## src/rtl/data_sampling_mv.sv

```systemverilog
// Majority-vote RX bit sampler: takes 1/3/5/7 samples centred on the mid-bit edge count,
// votes them, and flags noisy bits and invalid sampling windows.
module data_sampling_mv #(
    parameter int unsigned EDGE_W      = 6,
    parameter int unsigned PRESC_W     = 6,
    parameter int unsigned MAX_SAMPLES = 5
) (
    input  logic               clk,
    input  logic               reset,
    input  logic               dat_samp_en,
    input  logic [EDGE_W-1:0]  edge_cnt,
    input  logic [PRESC_W-1:0] prescale,
    input  logic [1:0]         samp_mode,
    input  logic               rx_in,
    output logic               sampled_bit,
    output logic               sample_valid,
    output logic               noise_flag,
    output logic               cfg_err
);

    // One bit wider than either operand so window bounds never wrap.
    localparam int unsigned AW = ((PRESC_W > EDGE_W) ? PRESC_W : EDGE_W) + 1;

    typedef logic [AW-1:0] arith_t;

    typedef enum logic [0:0] {
        StIdle,
        StVote
    } state_e;

    function automatic logic win_ok(input arith_t pre, input logic [1:0] mode);
        arith_t ctr;
        arith_t h;
        ctr = pre >> 1;
        h   = arith_t'(mode);
        return (ctr >= h) && ((ctr + h + arith_t'(1)) <= pre) &&
               (32'({mode, 1'b1}) <= MAX_SAMPLES);
    endfunction

    state_e     state_q, state_d;
    logic [1:0] mode_q, mode_d;
    logic [2:0] sample_cnt_q, sample_cnt_d;
    logic [2:0] ones_cnt_q, ones_cnt_d;
    logic       sampled_bit_q, sampled_bit_d;
    logic       valid_q, valid_d;
    logic       noise_q, noise_d;
    logic       cfg_err_q, cfg_err_d;
    logic [EDGE_W-1:0] prev_edge_q;
    logic       prev_en_q;

    arith_t pre_w;
    arith_t ctr;
    arith_t edge_w;
    arith_t lo_cur;
    arith_t lo_lat;
    arith_t hi_lat;
    logic   ok_cur;
    logic   ok_lat;
    logic   fresh;

    logic [3:0] total;
    logic       finish;
    logic [1:0] fin_mode;
    logic [2:0] fin_cnt;

    assign pre_w  = arith_t'(prescale);
    assign ctr    = pre_w >> 1;
    assign edge_w = arith_t'(edge_cnt);
    assign lo_cur = ctr - arith_t'(samp_mode);
    assign lo_lat = ctr - arith_t'(mode_q);
    assign hi_lat = ctr + arith_t'(mode_q);
    assign ok_cur = win_ok(pre_w, samp_mode);
    assign ok_lat = win_ok(pre_w, mode_q);

    // A stalled edge counter must not be sampled twice.
    assign fresh = !prev_en_q || (edge_cnt != prev_edge_q);

    always_comb begin
        state_d       = state_q;
        mode_d        = mode_q;
        sample_cnt_d  = sample_cnt_q;
        ones_cnt_d    = ones_cnt_q;
        sampled_bit_d = sampled_bit_q;
        noise_d       = noise_q;
        valid_d       = 1'b0;
        cfg_err_d     = 1'b0;
        total         = 4'd0;
        finish        = 1'b0;
        fin_mode      = mode_q;
        fin_cnt       = 3'd0;

        if (!dat_samp_en) begin
            state_d       = StIdle;
            sample_cnt_d  = 3'd0;
            ones_cnt_d    = 3'd0;
            sampled_bit_d = 1'b0;
            noise_d       = 1'b0;
        end else begin
            cfg_err_d = !ok_cur;
            unique case (state_q)
                StIdle: begin
                    sample_cnt_d = 3'd0;
                    ones_cnt_d   = 3'd0;
                    if (ok_cur && fresh && (edge_w == lo_cur)) begin
                        mode_d = samp_mode;
                        if (samp_mode == 2'd0) begin
                            finish   = 1'b1;
                            fin_mode = 2'd0;
                            fin_cnt  = 3'd1;
                            total    = {3'b000, rx_in};
                        end else begin
                            sample_cnt_d = 3'd1;
                            ones_cnt_d   = {2'b00, rx_in};
                            state_d      = StVote;
                        end
                    end
                end
                StVote: begin
                    if (!ok_lat) begin
                        state_d      = StIdle;
                        sample_cnt_d = 3'd0;
                        ones_cnt_d   = 3'd0;
                    end else if (fresh) begin
                        if ((edge_w < lo_lat) || (edge_w > hi_lat)) begin
                            state_d      = StIdle;
                            sample_cnt_d = 3'd0;
                            ones_cnt_d   = 3'd0;
                        end else if (edge_w == hi_lat) begin
                            finish       = 1'b1;
                            fin_mode     = mode_q;
                            fin_cnt      = sample_cnt_q + 3'd1;
                            total        = {1'b0, ones_cnt_q} + {3'b000, rx_in};
                            state_d      = StIdle;
                            sample_cnt_d = 3'd0;
                            ones_cnt_d   = 3'd0;
                        end else begin
                            sample_cnt_d = sample_cnt_q + 3'd1;
                            ones_cnt_d   = ones_cnt_q + {2'b00, rx_in};
                        end
                    end
                end
                default: state_d = StIdle;
            endcase

            // Only a window that saw every one of its N samples produces a vote.
            if (finish && (fin_cnt == {fin_mode, 1'b1})) begin
                valid_d       = 1'b1;
                sampled_bit_d = total > {2'b00, fin_mode};
                noise_d       = (total != 4'd0) && (total != {1'b0, fin_mode, 1'b1});
            end
        end
    end

    always_ff @(posedge clk or posedge reset) begin
        if (reset) begin
            state_q       <= StIdle;
            mode_q        <= 2'd0;
            sample_cnt_q  <= 3'd0;
            ones_cnt_q    <= 3'd0;
            sampled_bit_q <= 1'b0;
            valid_q       <= 1'b0;
            noise_q       <= 1'b0;
            cfg_err_q     <= 1'b0;
            prev_edge_q   <= '0;
            prev_en_q     <= 1'b0;
        end else begin
            state_q       <= state_d;
            mode_q        <= mode_d;
            sample_cnt_q  <= sample_cnt_d;
            ones_cnt_q    <= ones_cnt_d;
            sampled_bit_q <= sampled_bit_d;
            valid_q       <= valid_d;
            noise_q       <= noise_d;
            cfg_err_q     <= cfg_err_d;
            prev_edge_q   <= edge_cnt;
            prev_en_q     <= dat_samp_en;
        end
    end

    assign sampled_bit  = sampled_bit_q;
    assign sample_valid = valid_q;
    assign noise_flag   = noise_q;
    assign cfg_err      = cfg_err_q;

endmodule

```

## config.mk

```make
export PLATFORM = sky130hd
export DESIGN_NAME = data_sampling_mv
export DESIGN_NICKNAME = d
export VERILOG_FILES = /design/src/rtl/data_sampling_mv.sv
export SDC_FILE = /design/constraint.sdc
export NUM_CORES = 1
export LEC_CHECK = 0
export ABC_AREA = 1
export ABC_CLOCK_PERIOD_IN_PS = 4260
export CORE_MARGIN = 5
export CORE_UTILIZATION = 40
export DETAILED_ROUTE_END_ITERATION = 7
export DONT_BUFFER_PORTS = 1
export HOLD_SLACK_MARGIN = 0.1
export SLEW_MARGIN = 30
export SYNTH_ARGS = -nofsm -noshare
export SYNTH_HDL_FRONTEND = slang
export SYNTH_SLANG_ARGS = --single-unit
export TNS_END_PERCENT = 5
```

## constraint.sdc

```tcl
create_clock -name clk -period 4.26 [get_ports clk]
set_input_delay 0.852 -clock clk [delete_from_list [all_inputs] [get_ports clk]]
set_output_delay 0.852 -clock clk [all_outputs]
set_load 0.005 [all_outputs]
```

* After elaboration in Yosys (flattened, before gate mapping)
Cells that the tools add are included.
** Storage, ports and cells
- Bits in registers :: 20
- Input port bits :: 18
- Logic and storage cells :: 110
** Operators by class
- $add $sub $neg :: 9
- $lt $le $gt $ge :: 9
- Equal/unequal tests :: 7
- Multiplexer cells :: 59
- Bitwise operators :: 1
- Reduce and logical (&&, ||, !) cells :: 15
** Operators with widths (count)
- 3-bit 2-to-1 mux :: 15
- 1-bit 2-to-1 mux :: 29
- 4-bit 2-to-1 mux :: 5
- 3-bit one-hot mux with 2 select lines :: 3
- 6-bit by 1-bit adder with 7-bit output (second input constant) :: 2
- 7-bit by 6-bit <= comparator with 1-bit output :: 2
- 5-bit by 2-bit adder with 6-bit output :: 2
- 5-bit by 2-bit subtractor with 6-bit output :: 2
- 5-bit by 2-bit >= comparator with 1-bit output :: 2
- 1-bit logical AND :: 8
- 4-bit one-hot mux with 2 select lines :: 1
- 6-bit by 7-bit equality test with 1-bit output :: 1
- 6-bit by 7-bit less-than comparator with 1-bit output :: 1
- 6-bit equality test :: 1
- 6-bit > comparator :: 1
- 3-bit <= comparator (second input constant) :: 2
- 2-bit 2-to-1 mux :: 3
- 6-bit != test :: 1
- 3-bit by 1-bit adder with 4-bit output :: 1
- 4-bit by 2-bit > comparator with 1-bit output :: 1
- 4-bit by 3-bit != test with 1-bit output :: 1
- 4-bit by 3-bit != test with 1-bit output (second input constant) :: 1
- 1-bit one-hot mux with 2 select lines :: 2
- 2-bit one-hot mux with 2 select lines :: 1
- 10 further kinds :: 12

* Logic depth before layout (Yosys ltp)
- Depth after elaboration :: 14
- Mapped depth :: 27
- Depth with buffers taken out :: 27

* Least setup slack after synthesis
OpenSTA, ideal clock, no wires.
- Kind :: in2reg
- From :: input port prescale[1]
- To :: register sampled_bit_q, in the netlist sampled_bit
- Library setup time :: 0.120 ns
- Arrival time :: 3.739 ns
- Data required time :: 4.140 ns
- Setup slack :: 0.401 ns
- Cell stages on the path :: 22
- Cell sequence :: ha_1 > fa_1 > xnor2_1 > nor3_1 > nand3_1 > o21ai_0 > ha_1 > and3_1 > nand2_1 > nand2_1 > nand2_1 > nand2_2 > nor2_2 > nand3_1 > inv_1 > nand2_1 > inv_1 > ha_1 > a21oi_1 > nor2_1 > o21ai_1 > nand2_1
** On the way
- Word-level cells in the longest chain between the ends :: 13
- Elaborated cells on any way between the ends :: 51
- Classes of those cells :: 6 x add/sub; 7 x order compare; 4 x eq/ne; 26 x mux; 8 x reduce/logical
** Ends and longest elaborated chain
- start, declared :: line 12 : input logic [PRESC_W-1:0] prescale,
- 5-bit by 2-bit adder with 6-bit output :: line 36 : return (ctr >= h) && ((ctr + h + arith_t'(1)) <= pre) &&
- 6-bit by 1-bit adder with 7-bit output :: line 36
- 7-bit by 6-bit <= comparator with 1-bit output :: line 36
- 1-bit logical AND (2 in a row) :: line 36
- 1-bit logical AND (2 in a row) :: line 104 : if (ok_cur && fresh && (edge_w == lo_cur)) begin
- 1-bit 2-to-1 mux or 2-bit 2-to-1 mux (tied branches) :: line 104
- 4-bit one-hot mux with 2 select lines (tied with other cells) :: line 100 : unique case (state_q)
- 4-bit 2-to-1 mux (tied with other cells) :: line 92 : if (!dat_samp_en) begin
- 4-bit by 2-bit > comparator with 1-bit output or 3-bit equality test (tied branches) :: line 148, 146
- 1-bit 2-to-1 mux or 1-bit logical AND (tied branches) :: line 146 : if (finish && (fin_cnt == {fin_mode, 1'b1})) begin
- 1-bit 2-to-1 mux or 2-bit by 1-bit != test with 1-bit output (tied branches)
- end signal, assigned :: line 171 : sampled_bit_q <= sampled_bit_d;
- end, declared :: line 44 : logic sampled_bit_q, sampled_bit_d;
Parallel ways exist; a longest one is shown, timed or not. The select of a mux whose other input is x is not followed.
A chain may end at the register's enable or synchronous reset.

* Final worst setup path
Same ends and word-level chain as after synthesis.

==> impl_metrics.json <==
{
  "ys_ff_latch": 20,
  "grt_pass1_wl_um": 10400,
  "drive_gt1_share_pct": 9.86,
  "syn_area_um2": 2550,
  "synth-edff-count": 0,
  "timing.hold.ws_ns": 0.509,
  "seqCellArea_um2": 500,
  "diodes": 0,
  "critPathCaptureType": "register",
  "gp_congestion": 0.862,
  "synthMuxAreaShare_pct": 0.441,
  "ir_drop_mv": 0.122,
  "yosys.area_share.simple_pct": 32.5,
  "holdCritPathClass": "register to register",
  "drtPass1Iterations": 4,
  "wl_per_cell_um": 13.9,
  "p_total_w": 0.000724,
  "yosys.area.top_type": "dfrtp_1",
  "slew_headroom_pct": 46.6,
  "fin_cells": 442,
  "grt_pass1_vias": 2140,
  "min_period_ns": 3.88,
  "hold_viol_final": 0,
  "worstMarginPinSlew_ns": 0.800,
  "synth_nets": 421,
  "core_area_um2": 6280,
  "layout_commonest_cell": "nand2_1",
  "drt-total-wl_um": 6140,
  "cpMaxStageDelayCell": "fa_1",
  "hold_depth": 1,
  "yosys.area.top_type_share_pct": 19.6,
  "ctsHtreeMaxLevel": 1,
  "area_growth_syn_to_layout_pct": 6.42,
  "dp.cells": 438,
  "overflow": 0,
  "dpl.hpwl_um": 5120,
  "die_w_um": 89.9,
  "synth.lib_cells_used.distinct": 44,
  "cts_made_buffers": 3,
  "cts-root-buf": "clkbuf_8",
  "path_class": "input port to register",
  "p_leak_nw": 1.46,
  "worstPathArrival_ns": 4.04,
  "synthArstFlopShare_pct": 100,
  "maxCapViolations": 0,
  "dieArea_um2": 8080,
  "crit_path_start_kind": "input port",
  "synth_compound_area_share_pct": 11.1,
  "avgSynthCellArea_um2": 7.03,
  "synth_area_leaders": "dfrtp_1 20%, ha_1 18%, nand2_1 13%, inv_1 8.2%, nor2_1 4.6%",
  "drc": 0,
  "viasPerCell": 5.06,
  "synthFlopType": "dfrtp_1",
  "nNetsFinal": 424,
  "portBuffers": 0,
  "rr_worst_depth": 23,
  "tritoncts": "done",
  "synth_xor_area_share_pct": 5.14,
  "drt_iter0_drc": 136,
  "synth_seq_area_share_pct": 19.6,
  "cts_hold_buf": 0,
  "outcome": "finished, final reports clean",
  "num_vias": 2236,
  "fillers": 641,
  "fin_setup_tns_ns": 0,
  "clockBufferDepth": 2,
  "multi_input_area_um2": 1800,
  "path_max_fanout": 5,
  "power.density_nw_per_um2": 266,
  "slowest_delay_ns": 0.44,
  "synthAdderAreaFrac_pct": 20.8,
  "grt_setup_unrepaired": "false",
  "slew_violations": 0,
  "period_share_pct": 91.0,
  "setup_viol": 0,
  "io_pins": 22,
  "dieHeight_um": 89.9,
  "yosys_warnings": 0,
  "worstPathRequired_ns": 4.42,
  "cts.clk_slew.worst_paths_ns": 0.08,
  "skew_ns": 0.00607,
  "crit_top_cell": "nand2_1",
  "clkLatencyLatePin_ns": 0.27,
  "syn_inst": 363,
  "synth_top_family_by_area": "simple AND/OR/NAND/NOR gates",
  "initial_core_util_pct": 40.7,
  "final_cell_mix": "89 x nand2_1, 56 x inv_1, 36 x ha_1",
  "max_freq_mhz": 258,
  "track_usage_pct": 15.5,
  "grt_max_degree": 21,
  "cp_cell_sequence": "ha_1 > fa_1 > xnor2_2 > nor2_1 > nand2_1 > xor2_1 > ha_1 > nand2_1 > nand2_1 > a21oi_1 > nand2_1 > nand2_1 > nand2_2 > nor2_2 > nand3_1 > inv_1 > nand2_1 > inv_1 > ha_1 > a21oi_1 > nor2_1 > o21ai_1 > nand2_1",
  "antenna_found_initial": 0,
  "rows": 29,
  "cts.sinks": 20,
  "final_antenna_net_count": 0
}
## worst max-delay path, delay by kind of cell
family	cells	cell delay (ns)
AND/OR/NAND/NOR	12	1.05
adder cells (fa/ha/maj)	4	1.13
buffers and inverters	2	0.14
AO/OA/AOI/OAI	3	0.38
XOR/XNOR	2	0.48
## per-layer routing
metal / part of all wire (%) / up-vias / wire, µm / global-route usage, %
met5: 0 / - / 0 / 0
met4: 1.7 / 0 / 106 / 4.09
met3: 3.4 / 9 / 208 / 1.92
met2: 45 / 40 / 2790 / 25.3
met1: 49 / 1004 / 3030 / 21.6
li1: - / 1183 / - / -
## stage by stage
stage               instance area [µm²]  utilization, %  worst slack, ns
finish                             2720            43.3            0.384
global route                       2720            43.3            0.114
CTS                                2710            43.1            0.334
detailed placement                 2630            42.0           0.0406
global placement                   2630            42.0            0.193
floorplan                          2550               -            0.401
## worst paths after layout
path | startpoint | endpoint | slack (ns)
max | prescale[1] | sampled_bit | 0.38
min | sample_cnt_q[1] | sample_cnt_q[1] | 0.51
max reg2reg | mode_q[0] | sampled_bit | 0.47
min reg2reg | sample_cnt_q[1] | sample_cnt_q[1] | 0.51
max in group asynchronous | reset | prev_edge_q[5] | 3.14
min in group asynchronous | reset | cfg_err | 0.62
## flip-flops by register name, summed over array words and instances, names as in the netlist
name / cells
prev_en_q: 1
noise_flag: 1
prev_edge_q: 6
cfg_err: 1
sample_valid: 1
ones_cnt_q: 3
sample_cnt_q: 3
sampled_bit: 1
mode_q: 2
state_q: 1
## synth_stat cells (all sizes together), types with 3 or more instances
library cell / n
xor2: 9
dfrtp: 20
a32o: 3
buf: 3
ha: 36
fa: 4
o21ai: 18
nor3: 3
nor2: 37
xnor2: 6
nand4: 9
a21oi: 13
inv: 60
nand2: 97
nand3: 24
## layout make-up
class | count | area share, %
Inverter | 61 | 8.70
Clock inverter | 1 | 1.10
Multi-Input combinational cell | 278 | 66.2
Tap cell | 77 | 3.55
Timing Repair Buffer | 2 | 0.552
Sequential cell | 20 | 18.4
Clock buffer | 3 | 1.52
## cell families (layout without fill, tap and decap cells)
family                     after synthesis  count (layout)
AOI/OAI and AO/OA                       45              45
xor gates and xnor gates                15              15
adders and majority gates               40              40
buffers and inverters                   65              67
DFF                                     20              20
muxes                                    1               1
and+or+nand+nor                        177             177
## where the power goes
| part | switching (W) | internal, W |
|---|---|---|
| Combinational | 0.000197 | 0.000126 |
| Sequential | 0.00000812 | 0.000199 |
| Clock | 0.0000693 | 0.000126 |
| Total | 0.000274 | 0.000450 |
## repair_timing
action	CTS	global route
gates resized for setup	0	2
setup endpoints to repair	0	1
buffers inserted	0	0
(Power assumes the default switching activity.)
